<file path="src/rtl/tiny_rv_pkg.sv">
// Shared RV32I decode constants, immediate formats and the register-read stage record.
// Used by the register-read stage and by exec.
package tiny_rv_pkg;

  localparam logic [6:0] OPC_LUI    = 7'b0110111;
  localparam logic [6:0] OPC_AUIPC  = 7'b0010111;
  localparam logic [6:0] OPC_JAL    = 7'b1101111;
  localparam logic [6:0] OPC_JALR   = 7'b1100111;
  localparam logic [6:0] OPC_BRANCH = 7'b1100011;
  localparam logic [6:0] OPC_LOAD   = 7'b0000011;
  localparam logic [6:0] OPC_STORE  = 7'b0100011;
  localparam logic [6:0] OPC_OP_IMM = 7'b0010011;
  localparam logic [6:0] OPC_OP     = 7'b0110011;

  localparam logic [31:0] NOP_INST = 32'h0000_0013;

  typedef enum logic [2:0] {
    FMT_NONE,
    FMT_I,
    FMT_S,
    FMT_B,
    FMT_U,
    FMT_J
  } imm_fmt_e;

  typedef struct packed {
    logic [31:0] pc;
    logic [31:0] inst;
    logic [6:0]  opcode;
    logic [4:0]  rd;
    logic [31:0] rs1;
    logic [31:0] rs2;
    logic [2:0]  funct3;
    logic [6:0]  funct7;
    logic [31:0] imm32;
  } rr_t;

  function automatic imm_fmt_e imm_fmt(input logic [6:0] opc);
    case (opc)
      OPC_OP_IMM, OPC_LOAD, OPC_JALR: imm_fmt = FMT_I;
      OPC_STORE:                      imm_fmt = FMT_S;
      OPC_BRANCH:                     imm_fmt = FMT_B;
      OPC_LUI, OPC_AUIPC:             imm_fmt = FMT_U;
      OPC_JAL:                        imm_fmt = FMT_J;
      default:                        imm_fmt = FMT_NONE;
    endcase
  endfunction

  function automatic logic [31:0] imm_gen(input logic [31:0] inst);
    case (imm_fmt(inst[6:0]))
      FMT_I:   imm_gen = {{20{inst[31]}}, inst[31:20]};
      FMT_S:   imm_gen = {{20{inst[31]}}, inst[31:25], inst[11:7]};
      FMT_B:   imm_gen = {{19{inst[31]}}, inst[31], inst[7], inst[30:25], inst[11:8], 1'b0};
      FMT_U:   imm_gen = {inst[31:12], 12'd0};
      FMT_J:   imm_gen = {{11{inst[31]}}, inst[31], inst[19:12], inst[20], inst[30:21], 1'b0};
      default: imm_gen = 32'd0;
    endcase
  endfunction

  // A bubble keeps the PC so exec still sees a coherent address.
  function automatic rr_t rr_bubble(input logic [31:0] pc);
    rr_bubble        = '0;
    rr_bubble.pc     = pc;
    rr_bubble.inst   = NOP_INST;
    rr_bubble.opcode = OPC_OP_IMM;
  endfunction

endpackage

</file>
<file path="src/rtl/tiny_rv_regfile.sv">
// 31x32 register file: two asynchronous write-first read ports, one synchronous write port.
// x0 has no storage and always reads zero; contents are never reset.
module tiny_rv_regfile (
  input  logic        clk_i,
  input  logic        we_i,
  input  logic [4:0]  waddr_i,
  input  logic [31:0] wdata_i,
  input  logic [4:0]  raddr1_i,
  input  logic [4:0]  raddr2_i,
  output logic [31:0] rdata1_o,
  output logic [31:0] rdata2_o
);

  logic [31:0] mem_q [1:31];

  always_ff @(posedge clk_i) begin
    if (we_i && (waddr_i != 5'd0)) begin
      mem_q[waddr_i] <= wdata_i;
    end
  end

  always_comb begin
    rdata1_o = 32'd0;
    if (raddr1_i != 5'd0) begin
      rdata1_o = (we_i && (waddr_i == raddr1_i)) ? wdata_i : mem_q[raddr1_i];
    end
  end

  always_comb begin
    rdata2_o = 32'd0;
    if (raddr2_i != 5'd0) begin
      rdata2_o = (we_i && (waddr_i == raddr2_i)) ? wdata_i : mem_q[raddr2_i];
    end
  end

endmodule

</file>
<file path="src/rtl/tiny_rv_rr.sv">
// Register-read stage: decodes, reads operands, detects RAW hazards on exec, issues bubbles.
// Define TINY_RV_RR_BYPASS_EN to forward exec_rd_val instead of stalling on exec_rd.
module tiny_rv_rr
  import tiny_rv_pkg::*;
(
  input  logic        i_clk,
  input  logic        i_reset,
  input  logic        dec_valid,
  input  logic [31:0] dec_pc,
  input  logic [31:0] dec_inst,
  output logic        rr_dec_stall,
  input  logic        exec_rr_stall,
  input  logic        exec_rr_flush,
  input  logic [4:0]  exec_rd,
  input  logic [31:0] exec_rd_val,
  input  logic        wb_we,
  input  logic [4:0]  wb_rd,
  input  logic [31:0] wb_val,
  output logic [31:0] rr_pc,
  output logic [31:0] rr_inst,
  output logic [6:0]  rr_opcode,
  output logic [4:0]  rr_rd,
  output logic [31:0] rr_rs1,
  output logic [31:0] rr_rs2,
  output logic [2:0]  rr_funct3,
  output logic [6:0]  rr_funct7,
  output logic [31:0] rr_imm32
);

  rr_t         rr_q, rr_d, cap;
  logic [6:0]  opcode;
  logic [4:0]  rs1_idx, rs2_idx;
  logic        rs1_used, rs2_used;
  logic [31:0] rf_rd1, rf_rd2, src1_val, src2_val;
  logic        hit1, hit2, hazard;

  assign opcode  = dec_inst[6:0];
  assign rs1_idx = dec_inst[19:15];
  assign rs2_idx = dec_inst[24:20];

  assign rs1_used = !((opcode == OPC_LUI) || (opcode == OPC_AUIPC) || (opcode == OPC_JAL))
                    && (rs1_idx != 5'd0);
  assign rs2_used = ((opcode == OPC_BRANCH) || (opcode == OPC_STORE) || (opcode == OPC_OP))
                    && (rs2_idx != 5'd0);

  tiny_rv_regfile u_regfile (
    .clk_i    (i_clk),
    .we_i     (wb_we),
    .waddr_i  (wb_rd),
    .wdata_i  (wb_val),
    .raddr1_i (rs1_idx),
    .raddr2_i (rs2_idx),
    .rdata1_o (rf_rd1),
    .rdata2_o (rf_rd2)
  );

`ifdef TINY_RV_RR_BYPASS_EN
  assign src1_val = ((exec_rd != 5'd0) && (rs1_idx == exec_rd)) ? exec_rd_val : rf_rd1;
  assign src2_val = ((exec_rd != 5'd0) && (rs2_idx == exec_rd)) ? exec_rd_val : rf_rd2;
  assign hit1     = rs1_used && (rs1_idx == rr_q.rd);
  assign hit2     = rs2_used && (rs2_idx == rr_q.rd);
`else
  logic unused_exec_val;
  assign unused_exec_val = ^exec_rd_val;
  assign src1_val = rf_rd1;
  assign src2_val = rf_rd2;
  // Without forwarding, a producer still sitting in exec's result register must be waited out.
  assign hit1     = rs1_used && ((rs1_idx == rr_q.rd) || (rs1_idx == exec_rd));
  assign hit2     = rs2_used && ((rs2_idx == rr_q.rd) || (rs2_idx == exec_rd));
`endif

  assign hazard = dec_valid && (hit1 || hit2);

  always_comb begin
    cap        = '0;
    cap.pc     = dec_pc;
    cap.inst   = dec_inst;
    cap.opcode = opcode;
    cap.rd     = dec_inst[11:7];
    cap.rs1    = rs1_used ? src1_val : 32'd0;
    cap.rs2    = rs2_used ? src2_val : 32'd0;
    cap.funct3 = dec_inst[14:12];
    cap.funct7 = dec_inst[31:25];
    cap.imm32  = imm_gen(dec_inst);
  end

  // Priority: flush, exec stall, hazard, empty decode, capture.
  always_comb begin
    rr_d         = rr_q;
    rr_dec_stall = 1'b0;
    if (exec_rr_flush) begin
      rr_d = rr_bubble(rr_q.pc);
    end else if (exec_rr_stall) begin
      rr_dec_stall = 1'b1;
    end else if (hazard) begin
      rr_d         = rr_bubble(rr_q.pc);
      rr_dec_stall = 1'b1;
    end else if (!dec_valid) begin
      rr_d = rr_bubble(rr_q.pc);
    end else begin
      rr_d = cap;
    end
  end

  always_ff @(posedge i_clk) begin
    if (!i_reset) begin
      rr_q <= rr_bubble(32'd0);
    end else begin
      rr_q <= rr_d;
    end
  end

  assign rr_pc     = rr_q.pc;
  assign rr_inst   = rr_q.inst;
  assign rr_opcode = rr_q.opcode;
  assign rr_rd     = rr_q.rd;
  assign rr_rs1    = rr_q.rs1;
  assign rr_rs2    = rr_q.rs2;
  assign rr_funct3 = rr_q.funct3;
  assign rr_funct7 = rr_q.funct7;
  assign rr_imm32  = rr_q.imm32;

endmodule

</file>
<file path="config.mk">
export PLATFORM = sky130hd
export DESIGN_NAME = tiny_rv_rr
export DESIGN_NICKNAME = d
export VERILOG_FILES = /design/src/rtl/tiny_rv_pkg.sv /design/src/rtl/tiny_rv_regfile.sv /design/src/rtl/tiny_rv_rr.sv
export SDC_FILE = /design/constraint.sdc
export NUM_CORES = 2
export LEC_CHECK = 0
export ABC_AREA = 1
export CORE_MARGIN = 2
export CORE_UTILIZATION = 40
export DETAILED_ROUTE_END_ITERATION = 6
export GPL_ROUTABILITY_DRIVEN = 0
export SLEW_MARGIN = 20
export SYNTH_ARGS = -nofsm -noshare
export SYNTH_HDL_FRONTEND = slang
export SYNTH_HIERARCHICAL = 1
export SYNTH_SLANG_ARGS = --single-unit
</file>
<file path="constraint.sdc">
create_clock -name i_clk -period 2.75 [get_ports i_clk]
set_clock_uncertainty 0.05 [all_clocks]
set_input_delay 0.4125 -clock i_clk [delete_from_list [all_inputs] [get_ports i_clk]]
set_output_delay 0.4125 -clock i_clk [all_outputs]
set_load 0.02 [all_outputs]
</file>
Word-level counts from Yosys, hierarchy flattened
Memories as Yosys holds them, arrays and structs flattened.
Cells that the tools add are included.
{"block": "totals", "ramBits": 992, "out_inout_bits": 183, "ff_bits": 182, "memories": 1, "input_bits": 144, "wordCells": 72}
{"block": "classes", "n_mux": 15, "n_reduce_logical": 23, "n_eq_ne": 20, "bitwise": 4}
{"memory": "u_regfile.mem_q", "words": 31, "width": 32, "read_ports": 2, "rd_clocked_by_memory_dff": 0, "write_ports": 1, "line_no": "tiny_rv_regfile.sv:14", "source": "logic [31:0] mem_q [1:31];"}
{"operator": "$mux W150", "count": 2}
{"operator": "$mux W32", "count": 6}
{"operator": "$pmux W32 S5", "count": 1}
{"operator": "$eq A5 B5 Y1", "count": 6}
{"operator": "$eq A7 B6 Y1 const B", "count": 3}
{"operator": "$eq A7 B7 Y1 const B", "count": 3}
{"operator": "$pmux W3 S5", "count": 1}
{"operator": "$reduce_bool A5 Y1", "count": 3}
{"operator": "$eq A7 B5 Y1 const B", "count": 2}
{"operator": "$logic_and A1 B1 Y1", "count": 8}
{"operator": "$eq A7 B2 Y1 const B", "count": 1}
{"operator": "$logic_or A1 B1 Y1", "count": 7}
{"operator": "$eq A3 B2 Y1 const B", "count": 2}
{"operator": "$eq A3 B3 Y1 const B", "count": 2}
{"operator": "$mux W1", "count": 5}
{"operator": "$not A1 Y1", "count": 4}
{"operator": "$reduce_and A4 Y1", "count": 1}
{"operator": "$reduce_or A2 Y1", "count": 2}
{"operator": "$eq A3 B1 Y1 const B", "count": 1}
{"operator": "$reduce_or A3 Y1", "count": 1}
{"operator": "$logic_not A1 Y1", "count": 1}

Logic depth before layout (Yosys ltp)
{"block": "logic_depth", "ltp_word": 11, "depth_mapped": 18}

Hierarchy
The synthesis kept the hierarchy.
{"module": "tiny_rv_regfile", "instances": 1, "cells_per_inst": 6506, "area_each_um2": 53033.4}
{"module": "tiny_rv_rr", "instances": 1, "cells_per_inst": 980, "area_each_um2": 7115.6}

Worst setup path after synthesis
No wires, ideal clock.
{"block": "synth_timing", "kind": "in2reg", "startpoint": "input wb_rd[4]", "endpoint": "memory u_regfile.mem_q[4][0], enable pin", "setup_ps": 421, "path_stages": 4, "arrival_ps": 2191, "path_slack_ps": 88, "path_buffers": 1, "path_cell_list": "buf_2 inv_1 nand3_1 nor2_1"}
{"block": "synth_via", "elab_chain_cells": 4}
{"element": "from (decl)", "line_no": "tiny_rv_rr.sv:17", "source": "input logic [4:0] wb_rd,"}
{"element": "$reduce_bool A5 Y1", "line_no": "tiny_rv_regfile.sv:17", "source": "if (we_i && (waddr_i != 5'd0)) begin"}
{"element": "$logic_and A1 B1 Y1", "line_no": "tiny_rv_regfile.sv:17"}
{"element": "$mux W1", "line_no": "tiny_rv_regfile.sv:17"}
{"element": "$mux W1 (not written as such)", "line_no": "tiny_rv_regfile.sv:18", "source": "mem_q[waddr_i] <= wdata_i;"}
{"element": "to (decl)", "line_no": "tiny_rv_regfile.sv:14"}
Parallel ways exist; a longest one is shown, timed or not.

Final worst setup path
{"block": "layout_timing", "startpoint": "input dec_inst[19]", "endpoint": "register rr_q, in the netlist rr_rs1[18]"}
{"block": "layout_via", "elab_chain_cells": 7, "elab_cells_between_ends": 16, "classes_between": "eq/ne (3); mux (5); reduce/logical (7); memory (1)"}
{"element": "from (decl)", "line_no": "tiny_rv_rr.sv:10", "source": "input logic [31:0] dec_inst,"}
{"element": "branches (longest 3 deep; another with $mem_v2 Z31 W32)"}
{"element": "$mux W32 *", "line_no": "tiny_rv_regfile.sv:24", "source": "if (raddr1_i != 5'd0) begin"}
{"element": "named net rf_rd1[18]", "line_no": "tiny_rv_rr.sv:34", "source": "logic [31:0] rf_rd1, rf_rd2, src1_val, src2_val;"}
{"element": "$mux W32 *", "line_no": "tiny_rv_rr.sv:80", "source": "cap.rs1 = rs1_used ? src1_val : 32'd0;"}
{"element": "$mux W150 *", "line_no": "tiny_rv_rr.sv:98", "source": "end else if (!dec_valid) begin"}
{"element": "$mux W150 *", "line_no": "tiny_rv_rr.sv:95", "source": "end else if (hazard) begin"}
{"element": "to (signal assigned)", "line_no": "tiny_rv_rr.sv:107", "source": "rr_q <= rr_bubble(32'd0);"}
{"element": "to (signal assigned)", "line_no": "tiny_rv_rr.sv:109", "source": "rr_q <= rr_d;"}
{"element": "to (decl)", "line_no": "tiny_rv_rr.sv:30", "source": "rr_t rr_q, rr_d, cap;"}
Mark *: on every way through the listed nets, which the timed path passes.
A chain may end at the register's enable or synchronous reset.

==> impl_metrics.yaml <==
run_status:
  status: "finished with violations"
  violations: "setup timing"
cts:
  h-tree-depth: 4
  clock_latency_ns: 0.79
  cts.sinks: 1152
  clockRootBuffer: "clkbuf_16"
  path_clk_slew_ns: 0.05
  clock_path_buffers: 3
  post_cts_buffers: 0
  cts_tree: "yes"
  cts_buffers: 130
route:
  vias_per_cell: 5.513
  detail-route-antenna-nets: 0
  vias: 55280
  drt-initial-drc-count: 7095
  wl_per_cell_um: 24.02
  drt_wl_total_um: 240900
  drc_errors: 0
  first_pass_iters: 6
setup_path:
  cp-endpoint: "rr_rs1[18]$_SDFFE_PP0N_"
  cp-end-kind: "flip-flop"
  ff2ff_path_depth: 10
  cp.depth: 13
  r2r_end: "rr_imm32[30]$_SDFFE_PP0N_"
  cp_max_fo: 20
  slowest_delay_ns: 0.53
  crit_chain: "dlygate4sd3_1, buf_4, buf_4, buf_4, nand2_1, nor2_1, a21oi_1, nand2_1, nand2_1, a21oi_1, buf_4, nand2_1, a21oi_1"
  cp.buffers_inverters: 5
  startpoint: "dec_inst[19]"
  crit_type: "input pin to flip-flop"
  reg2reg_slack_ns: 0.57
  start_kind: "input pin"
  crit_family: "buffers and inverters"
  required_ns: 3.41
  r2r_start: "rr_inst[8]$_SDFFE_PP0N_"
  crit_slowest_cell: "dlygate4sd3_1"
  worstPathArrival_ns: 3.45
yosys:
  seq_area_frac_synth: 0.5485
  netlist_instances: 7486
  yosys.area.top_type_share: 0.4952
  syn_area_um2: 60150
  avgSynthCellArea_um2: 8.035
  synth.distinct_cells: 36
  ys_top_cells_by_area: "edfxtp_1 (50%), nand2_1 (17%), nand3_1 (8.2%)"
  ys_warn_count: 6
  ys_seq_elements: 1152
  synth.net_count: 7631
  yosys.area.top_type: "edfxtp_1"
placed_design:
  io_buffers: 294
  dpl.hpwl_um: 152000
  placed_cells: 9782
power:
  pwr-share-clk: 0.412
  seqPwrFrac: 0.462
  power_switching_share: 0.2632
  power_mw: 41.74
  vdd_drop_max_uv: 466.4
  cellPowerDensity_nw_per_um2: 570.3
  combPwrFrac: 0.126
  p_sw_mw: 10.99
  intPower_mw: 30.76
  total_leakage_power_nw: 30.97
grt:
  antenna_found_initial: 15
  grt_pass1_wl_um: 344400
  use_met3: 0.06716
  grt_max_degree: 127
  grt_util_all_layers: 0.3070
  overflow: 0
  use_met2: 0.4810
  first_global_vias: 51550
  grt.busiest_layer: "met2"
  met1_usage: 0.3894
min_path:
  min_path_type: "input pin to flip-flop"
  hold_path_startpoint: "dec_inst[17]"
timing:
  drv_slew: 0
  period_share: 1.013
  worst_pin_slew_ns: 0.9207
  fmax_mhz: 358.8
  setup_viol: 1
  fin_crit_ns: 2.787
  finalHoldViolCount: 0
  fin_tns_setup_ns: -0.03676
  max-slew-margin-rel: 0.3862
  rsz0062_at_grt: "yes"
  layout_setup_ws_ns: -0.03676
cells_and_area:
  layout-drive-gt1-share: 0.1054
  syn_to_final_growth_pct: 21.70
  fillCellCount: 13920
  fin_nets: 8047
  multi_input_area_um2: 21690
  register_area_um2: 33000
  final_cell_count_no_fill: 10030
floorplan:
  die_w_um: 391.8
  coreArea_um2: 149600
  io_pins: 327
  num_rows: 142
  die-area_um2: 153500
  die_y_um: 391.8
  start_util: 0.4021
job:
  drv_cap: 0
-- cells in the mapped netlist --
| cell | instances |
|---|---|
| inv_1 | 876 |
| nand4_1 | 5 |
| nand4_4 | 1 |
| o22ai_1 | 9 |
| nor3_1 | 2 |
| nand2_1 | 2690 |
| nand3_2 | 5 |
| buf_4 | 49 |
| buf_1 | 41 |
| edfxtp_1 | 992 |
| nand2_2 | 44 |
| or2_2 | 8 |
| ha_1 | 1 |
| xnor2_1 | 4 |
| xor2_1 | 7 |
| and2_1 | 1 |
| nor2_1 | 535 |
| nor2_2 | 7 |
| buf_6 | 12 |
| o21ai_1 | 17 |
| inv_2 | 9 |
| clkinv_4 | 1 |
| o21a_1 | 1 |
| o21ai_0 | 203 |
| buf_2 | 244 |
| clkbuf_1 | 137 |
| a21oi_1 | 303 |
| nand2_4 | 2 |
| nand3_1 | 988 |
| o211ai_1 | 82 |
| dfxtp_1 | 160 |
| a21oi_2 | 40 |
| inv_4 | 1 |
| clkinv_1 | 1 |
| nor2_4 | 6 |
| buf_12 | 2 |
-- stage by stage --
| stage | cell area (um2) | setup slack (ns) | utilization | hold slack, ns |
|---|---|---|---|---|
| floorplan | 60150 | 0.08764 | - | 0.4614 |
| global placement | 68960 | -0.4432 | 0.4609 | 0.4035 |
| detailed placement | 68960 | -0.4114 | 0.4609 | 0.4091 |
| CTS | 73170 | 0.008617 | 0.4891 | 0.008328 |
| global route | 73190 | -0.006137 | 0.4893 | 0.07505 |
| finish | 73200 | -0.03676 | 0.4893 | 0.06561 |
-- cells by family (layout without fill, tap and decap cells) --
| family | count (synthesis) | count (layout) | synth area share |
|---|---|---|---|
| buffers and inverters | 1373 | 1893 | 0.09598 |
| AOI/OAI and AO/OA | 655 | 655 | 0.06064 |
| DFF | 1152 | 1152 | 0.5485 |
| other | 0 | 5 | 0 |
| and+or+nand+nor | 4294 | 4294 | 0.2931 |
| adders and majority gates | 1 | 1 | 0.0002080 |
| xor gates and xnor gates | 11 | 11 | 0.001602 |
-- area by class of cell --
cell class / count / area share
Sequential cell: 1152 / 0.4509
Multi-Input combinational cell: 4961 / 0.2963
Timing Repair Buffer: 769 / 0.1154
Clock buffer: 183 / 0.05041
Inverter: 888 / 0.04603
Tap cell: 2016 / 0.03446
Clock inverter: 53 / 0.006393
Antenna cell: 5 / 0.0001709
-- routing by layer --
metal	routed length (um)	share of wire
met3	29120	0.12
met5	86	0.00036
met4	15830	0.066
met2	106400	0.44
met1	89370	0.37
-- power by group through the flow --
stage	sequential (mW)	combinational (mW)	clock, mW
final	19.3	5.26	17.2
after global routing	19.3	5.57	18.1
after floorplan	19.7	2.48	0
after CTS	19.3	5.14	17.4
after detailed placement	19.6	5.11	0
after global placement	19.6	5.07	0
-- placed cells by master (no fill, tap or decap), drive strengths merged --
cell,instances
a21oi,343
and2,1
buf,483
bufinv,5
clkbuf,183
clkdlybuf4s50,282
clkinv,38
clkinvlp,4
dfxtp,160
diode,5
dlygate4sd3,4
edfxtp,992
ha,1
inv,894
nand2,2736
nand3,993
nand4,6
nor2,548
nor3,2
o211ai,82
o21a,1
o21ai,220
o22ai,9
or2,8
xnor2,4
xor2,7
-- sequential cells by signal (all words and copies together), names as in the netlist --
name,cells
rr_imm32,32
u_regfile/mem_q,992
rr_rs1,32
rr_pc,32
rr_rs2,32
rr_inst,32
-- what timing repair did --
action | in CTS | in global routing
resized for setup | 14 | 5
hold endpoints to repair | 4 | 0
hold buffers | 4 | 0
pin swaps | 0 | 1
setup endpoints to repair | 1 | 2
-- worst min path at each step --
stage	endpoint	slack, ns	cells past startpoint
after floorplan	u_regfile/mem_q[10][0]$_DFFE_PP_	0.46	0
after global placement	rr_rs1[17]$_SDFFE_PP0N_	0.40	2
after detailed placement	rr_rs1[19]$_SDFFE_PP0N_	0.41	2
after CTS	rr_imm32[17]$_SDFFE_PP0N_	0.008	5
after global routing	rr_imm32[17]$_SDFFE_PP0N_	0.08	5
final	rr_imm32[17]$_SDFFE_PP0N_	0.07	5
-- worst register-to-register path: cells and delay by family (launching register included) --
kind / cells / cell delay [ns]
XOR/XNOR: 1 / 0.16
AND/OR/NAND/NOR: 7 / 1.25
flip-flops: 1 / 0.40
AO/OA/AOI/OAI: 1 / 0.15
buffers and inverters: 1 / 0.11
No activity file was read; power rests on OpenSTA's default activity.
